**config.mk**
```make
export PLATFORM = sky130hd
export DESIGN_NAME = instr_fetch
export DESIGN_NICKNAME = d
export VERILOG_FILES = /design/src/rtl/rv_fetch_pkg.sv /design/src/rtl/instr_fetch_pc_register.sv /design/src/rtl/instr_fetch.sv
export SDC_FILE = /design/constraint.sdc
export NUM_CORES = 1
export LEC_CHECK = 0
export BUFFER_PORTS_ARGS = -buffer_cell sky130_fd_sc_hd__buf_2
export CORE_ASPECT_RATIO = 0.7
export CORE_MARGIN = 10
export CORE_UTILIZATION = 46
export DETAILED_ROUTE_END_ITERATION = 10
export GPL_ROUTABILITY_DRIVEN = 0
export PLACE_DENSITY = 0.78
export SKIP_CTS_REPAIR_TIMING = 1
export SKIP_LAST_GASP = 1
export SLEW_MARGIN = 20
export SYNTH_ARGS = -nofsm -noshare
export SYNTH_HDL_FRONTEND = slang
export SYNTH_SLANG_ARGS = --single-unit
```
**constraint.sdc**
```tcl
create_clock -name clk -period 1.7 [get_ports clk]
set_input_delay 0.085 -clock clk [delete_from_list [all_inputs] [get_ports clk]]
set_output_delay 0.085 -clock clk [all_outputs]
set_load 0.1 [all_outputs]
```
**src/rtl/rv_fetch_pkg.sv**
```systemverilog
// Shared types and constants for the instruction fetch unit.
package rv_fetch_pkg;

  typedef enum logic [1:0] {
    IDLE  = 2'd0,
    FETCH = 2'd1,
    HOLD  = 2'd2,
    FLUSH = 2'd3
  } fetch_state_e;

  localparam logic [31:0] NOP_INSTR        = 32'h0000_0013;
  localparam logic [31:0] INSTR_BYTES      = 32'd4;
  localparam logic [31:0] DEFAULT_RESET_PC = 32'h0000_0000;

endpackage

```
**src/rtl/instr_fetch_pc_register.sv**
```systemverilog
// Program counter: load has priority over increment; wraps modulo 2^32.
module pc_register
  import rv_fetch_pkg::*;
#(
  parameter logic [31:0] RESET_PC = DEFAULT_RESET_PC
) (
  input  logic        clk,
  input  logic        rst_n,
  input  logic        inc_i,
  input  logic        load_i,
  input  logic [31:0] target_i,
  output logic [31:0] pc_o
);

  logic [31:0] pc_q;
  logic [31:0] pc_d;

  always_comb begin
    pc_d = pc_q;
    if (load_i) begin
      pc_d = target_i;
    end else if (inc_i) begin
      pc_d = pc_q + INSTR_BYTES;
    end
  end

  always_ff @(posedge clk or negedge rst_n) begin
    if (!rst_n) begin
      pc_q <= RESET_PC;
    end else begin
      pc_q <= pc_d;
    end
  end

  assign pc_o = pc_q;

endmodule

```
**src/rtl/instr_fetch.sv**
```systemverilog
// Single-outstanding instruction fetch with redirect, flush of in-flight
// requests and a one-entry output holding register.
module instr_fetch
  import rv_fetch_pkg::*;
#(
  parameter logic [31:0] RESET_PC = DEFAULT_RESET_PC
) (
  input  logic        clk,
  input  logic        rst_n,
  output logic        imem_req,
  output logic [31:0] imem_addr,
  input  logic        imem_ready,
  input  logic [31:0] imem_rdata,
  input  logic        redirect_valid,
  input  logic [31:0] redirect_target,
  input  logic        instr_ready,
  output logic        instr_valid,
  output logic [31:0] instruction,
  output logic [31:0] pc,
  output logic        misalign_err
);

  fetch_state_e state_q, state_d;
  logic [31:0]  pending_q, pending_d;
  logic [31:0]  instr_q, instr_d;
  logic         valid_q, valid_d;
  logic         misalign_q, misalign_d;
  logic         pc_inc, pc_load;
  logic [31:0]  pc_target;
  logic [31:0]  pc_q;
  logic [31:0]  target_aligned;
  logic         target_misaligned;

  assign target_aligned    = {redirect_target[31:2], 2'b00};
  assign target_misaligned = (redirect_target[1:0] != 2'b00);

  pc_register #(.RESET_PC(RESET_PC)) u_pc (
    .clk      (clk),
    .rst_n    (rst_n),
    .inc_i    (pc_inc),
    .load_i   (pc_load),
    .target_i (pc_target),
    .pc_o     (pc_q)
  );

  always_comb begin
    state_d    = state_q;
    pending_d  = pending_q;
    instr_d    = instr_q;
    valid_d    = valid_q;
    misalign_d = 1'b0;
    pc_inc     = 1'b0;
    pc_load    = 1'b0;
    pc_target  = target_aligned;
    unique case (state_q)
      IDLE: begin
        state_d = FETCH;
      end
      FETCH: begin
        if (redirect_valid) begin
          misalign_d = target_misaligned;
          if (imem_ready) begin
            pc_load = 1'b1;
          end else begin
            // Memory needs the original request held until it is accepted.
            pending_d = target_aligned;
            state_d   = FLUSH;
          end
        end else if (imem_ready) begin
          instr_d = imem_rdata;
          valid_d = 1'b1;
          state_d = HOLD;
        end
      end
      HOLD: begin
        if (redirect_valid) begin
          misalign_d = target_misaligned;
          pc_load    = 1'b1;
          valid_d    = 1'b0;
          state_d    = FETCH;
        end else if (valid_q && instr_ready) begin
          pc_inc  = 1'b1;
          valid_d = 1'b0;
          state_d = FETCH;
        end
      end
      FLUSH: begin
        if (redirect_valid) begin
          misalign_d = target_misaligned;
          pending_d  = target_aligned;
        end
        if (imem_ready) begin
          pc_load   = 1'b1;
          pc_target = redirect_valid ? target_aligned : pending_q;
          state_d   = FETCH;
        end
      end
      default: state_d = IDLE;
    endcase
  end

  always_ff @(posedge clk or negedge rst_n) begin
    if (!rst_n) begin
      state_q    <= IDLE;
      pending_q  <= 32'h0;
      instr_q    <= NOP_INSTR;
      valid_q    <= 1'b0;
      misalign_q <= 1'b0;
    end else begin
      state_q    <= state_d;
      pending_q  <= pending_d;
      instr_q    <= instr_d;
      valid_q    <= valid_d;
      misalign_q <= misalign_d;
    end
  end

  assign imem_req     = (state_q == FETCH) || (state_q == FLUSH);
  assign imem_addr    = pc_q;
  assign instr_valid  = valid_q;
  assign instruction  = valid_q ? instr_q : NOP_INSTR;
  assign pc           = pc_q;
  assign misalign_err = misalign_q;

endmodule

```
==> results_dict.tcl <==
set metrics [dict create \
    status "complete, but fails checks" \
    violations "negative hold slack, negative setup slack" \
    post-route-period-util_pct 106 \
    arrival_ns 2.04 \
    rsz0062_at_grt "true" \
    drt_iter0_markers 262 \
    cts_inserted_buffers 9 \
    core_mm2 0.0111 \
    die-area_mm2 0.0162 \
    post-route-util_pct 71.2 \
    cp_slowest_cell "dfrtp_4" \
    ys.flop_type "dfrtp_1" \
    synth-edff-count 0 \
    layout.nets 713 \
    crit_family "simple AND/OR/NAND/NOR gates" \
    synth_fa_ha_area_share_pct 0.237 \
    drt-vias-per-instance 5.05 \
    syn_area_per_cell_um2 12.2 \
    port_buffers 167 \
    start_kind "register" \
    routed_wirelength_um 15400 \
    yosysWarnings 0 \
    vias 4045 \
    max_freq_mhz 557 \
    synth_top_family_by_area "multiplexers" \
    setup_total_negative_slack_ns -0.541 \
    synth_area_mm2 0.00529 \
    h-tree-depth 3 \
    area.growth.synth_to_final_pct 49.9 \
    cts.clk_slew.worst_paths_ns 0.07 \
    path_cells "and4_4, and4_1, nand4_1, xor2_1, mux2i_1" \
    relSlewSlack_pct 65.4 \
    drive_above_1_share_pct 56.9 \
    ant_nets 0 \
    n_antenna_cell 0 \
    syn_nets 502 \
    grt_usage_pct 17.2 \
    row_count 32 \
    layout_setup_ws_ns -0.0968 \
    firstDrtPassIters 4 \
    crit_path_max_incr_delay_ns 0.45 \
    p_per_area_mw_per_mm2 2030 \
    design_area_mm2 0.00792 \
    syn_inst 432 \
    antenna_found_initial 0 \
    synth-seq-cells 100 \
    finalCriticalPeriod_ns 1.80 \
    initial_utilization_pct 47.5 \
    pre_cts_slack_ns -0.0826 \
    cts_tree "yes" \
    drv_slew 0 \
    ys_seq_area_share_pct 47.4 \
    clock-root-buffer "clkbuf_16" \
    hpwl_um 10800 \
    synthDistinctLibCells 40 \
    cts_buffer_depth 2 \
    worst_pin_slew_ns 0.523 \
    cp-end-kind "register" \
    holdWs_ns -0.00282 \
    yosys.area_share.simple_pct 13.5 \
    clock_latency_ns 0.34 \
    grt_max_degree 38 \
    fp.dieW_um 148 \
    synth_compound_area_share_pct 1.96 \
    skew_ns 0.0142 \
    synth_async_sr_flop_share_pct 100 \
    hold_viol_final 2 \
    cp.required_ns 1.95 \
    cts.sinks 100 \
    grt_pass1_wl_um 22100 \
    overflow 0 \
    grt_pass1_vias 4057 \
    max_cap_violations 0 \
    p_leak_uw 0.00377 \
    dpl_cell_area_mm2 0.00681 \
    crit_path_max_fanout 6 \
    worst-setup-path-type "register to register" \
    post_drt_wl_per_cell_um 19.2 \
    path_buf_inv 0 \
    synthMuxAreaShare_pct 24.4 \
    hp-class "input pin to register" \
    synth_xor_area_share_pct 4.81 \
    io_pins 168 \
    drc_errors 0 \
    setup_viol 11 \
    die_h_um 110 \
    vdd_drop_max_mv 1.25 \
]
## layer usage
metal | track usage [%] | share of wire [%]
met4 | 6.63 | 1.6
met2 | 28.8 | 52
met5 | 0 | 0
met1 | 20.6 | 41
met3 | 5.01 | 6.0
## per-stage QoR
stage | total power [µW] | std cells
after CTS | 15900 | 734
final | 16100 | 801
after global placement | 13100 | 718
after floorplan | 11100 | 432
after global routing | 16600 | 801
after detailed placement | 13300 | 718
## final cells by class
class | count | area [µm²]
sequential | 100 | 2600
timing repair buffer | 255 | 2200
fill | 729 | 3210
inverter | 6 | 22.5
clock inverter | 6 | 159
multi-input combinational | 271 | 2520
clock buffer | 10 | 229
tap | 153 | 191
## flip-flops by register name (all words and copies together), names as in the netlist
name          cells
pending_q        32
instr_q          32
state_q           2
misalign_err      1
u_pc.pc_o        32
instr_valid       1
## final timing paths
kind | startpoint | cells past startpoint | slack (ns) | endpoint
worst max-delay path | u_pc.pc_o[14] | 5 | -0.1 | u_pc.pc_o[22]
worst min-delay path | redirect_target[25] | 2 | -0.003 | pending_q[25]
worst max register to register | u_pc.pc_o[14] | 5 | -0.1 | u_pc.pc_o[22]
worst min register to register | instr_q[22] | 1 | 0.50 | instr_q[22]
max in group asynchronous | rst_n | 3 | 0.78 | u_pc.pc_o[21]
min in group asynchronous | rst_n | 2 | 0.22 | instr_q[8]
## power by group
part	switching [µW]	internal [µW]
sequential	567	3180
combinational	7080	2630
clock	878	1740
total	8520	7550
## layout by cell type (no fill, tap or decap), drive strengths merged, types with 6 or more instances in the layout
cell,count
dlygate4sd3,53
nand3,6
nand4,12
xor2,20
mux2i,59
dfrtp,97
o21ai,8
clkbuf,16
nand2,17
xnor2,9
buf,196
nor2,6
and2,34
inv,7
mux2,62
## cell families after synthesis
kind of cell             count (synthesis)
multiplexers                           121
XOR/XNOR                                29
adder cells (fa/ha/maj)                  1
AND/OR/NAND/NOR                        104
AO/OA/AOI/OAI                           16
flip-flops                             100
buffers and inverters                   61
## Yosys cell counts, types with 6 or more instances
cell / count / area [µm²]
buf_4: 38 / 285
xor2_1: 20 / 175
o21ai_0: 8 / 40.0
buf_2: 10 / 50.1
nand4_1: 11 / 68.8
nand3_1: 6 / 30.0
mux2i_1: 59 / 591
nor2_1: 6 / 22.5
nand2_1: 16 / 60.1
and2_1: 34 / 213
mux2_2: 61 / 687
xnor2_1: 9 / 78.8
dfrtp_1: 97 / 2430
(Power assumes the default switching activity.)
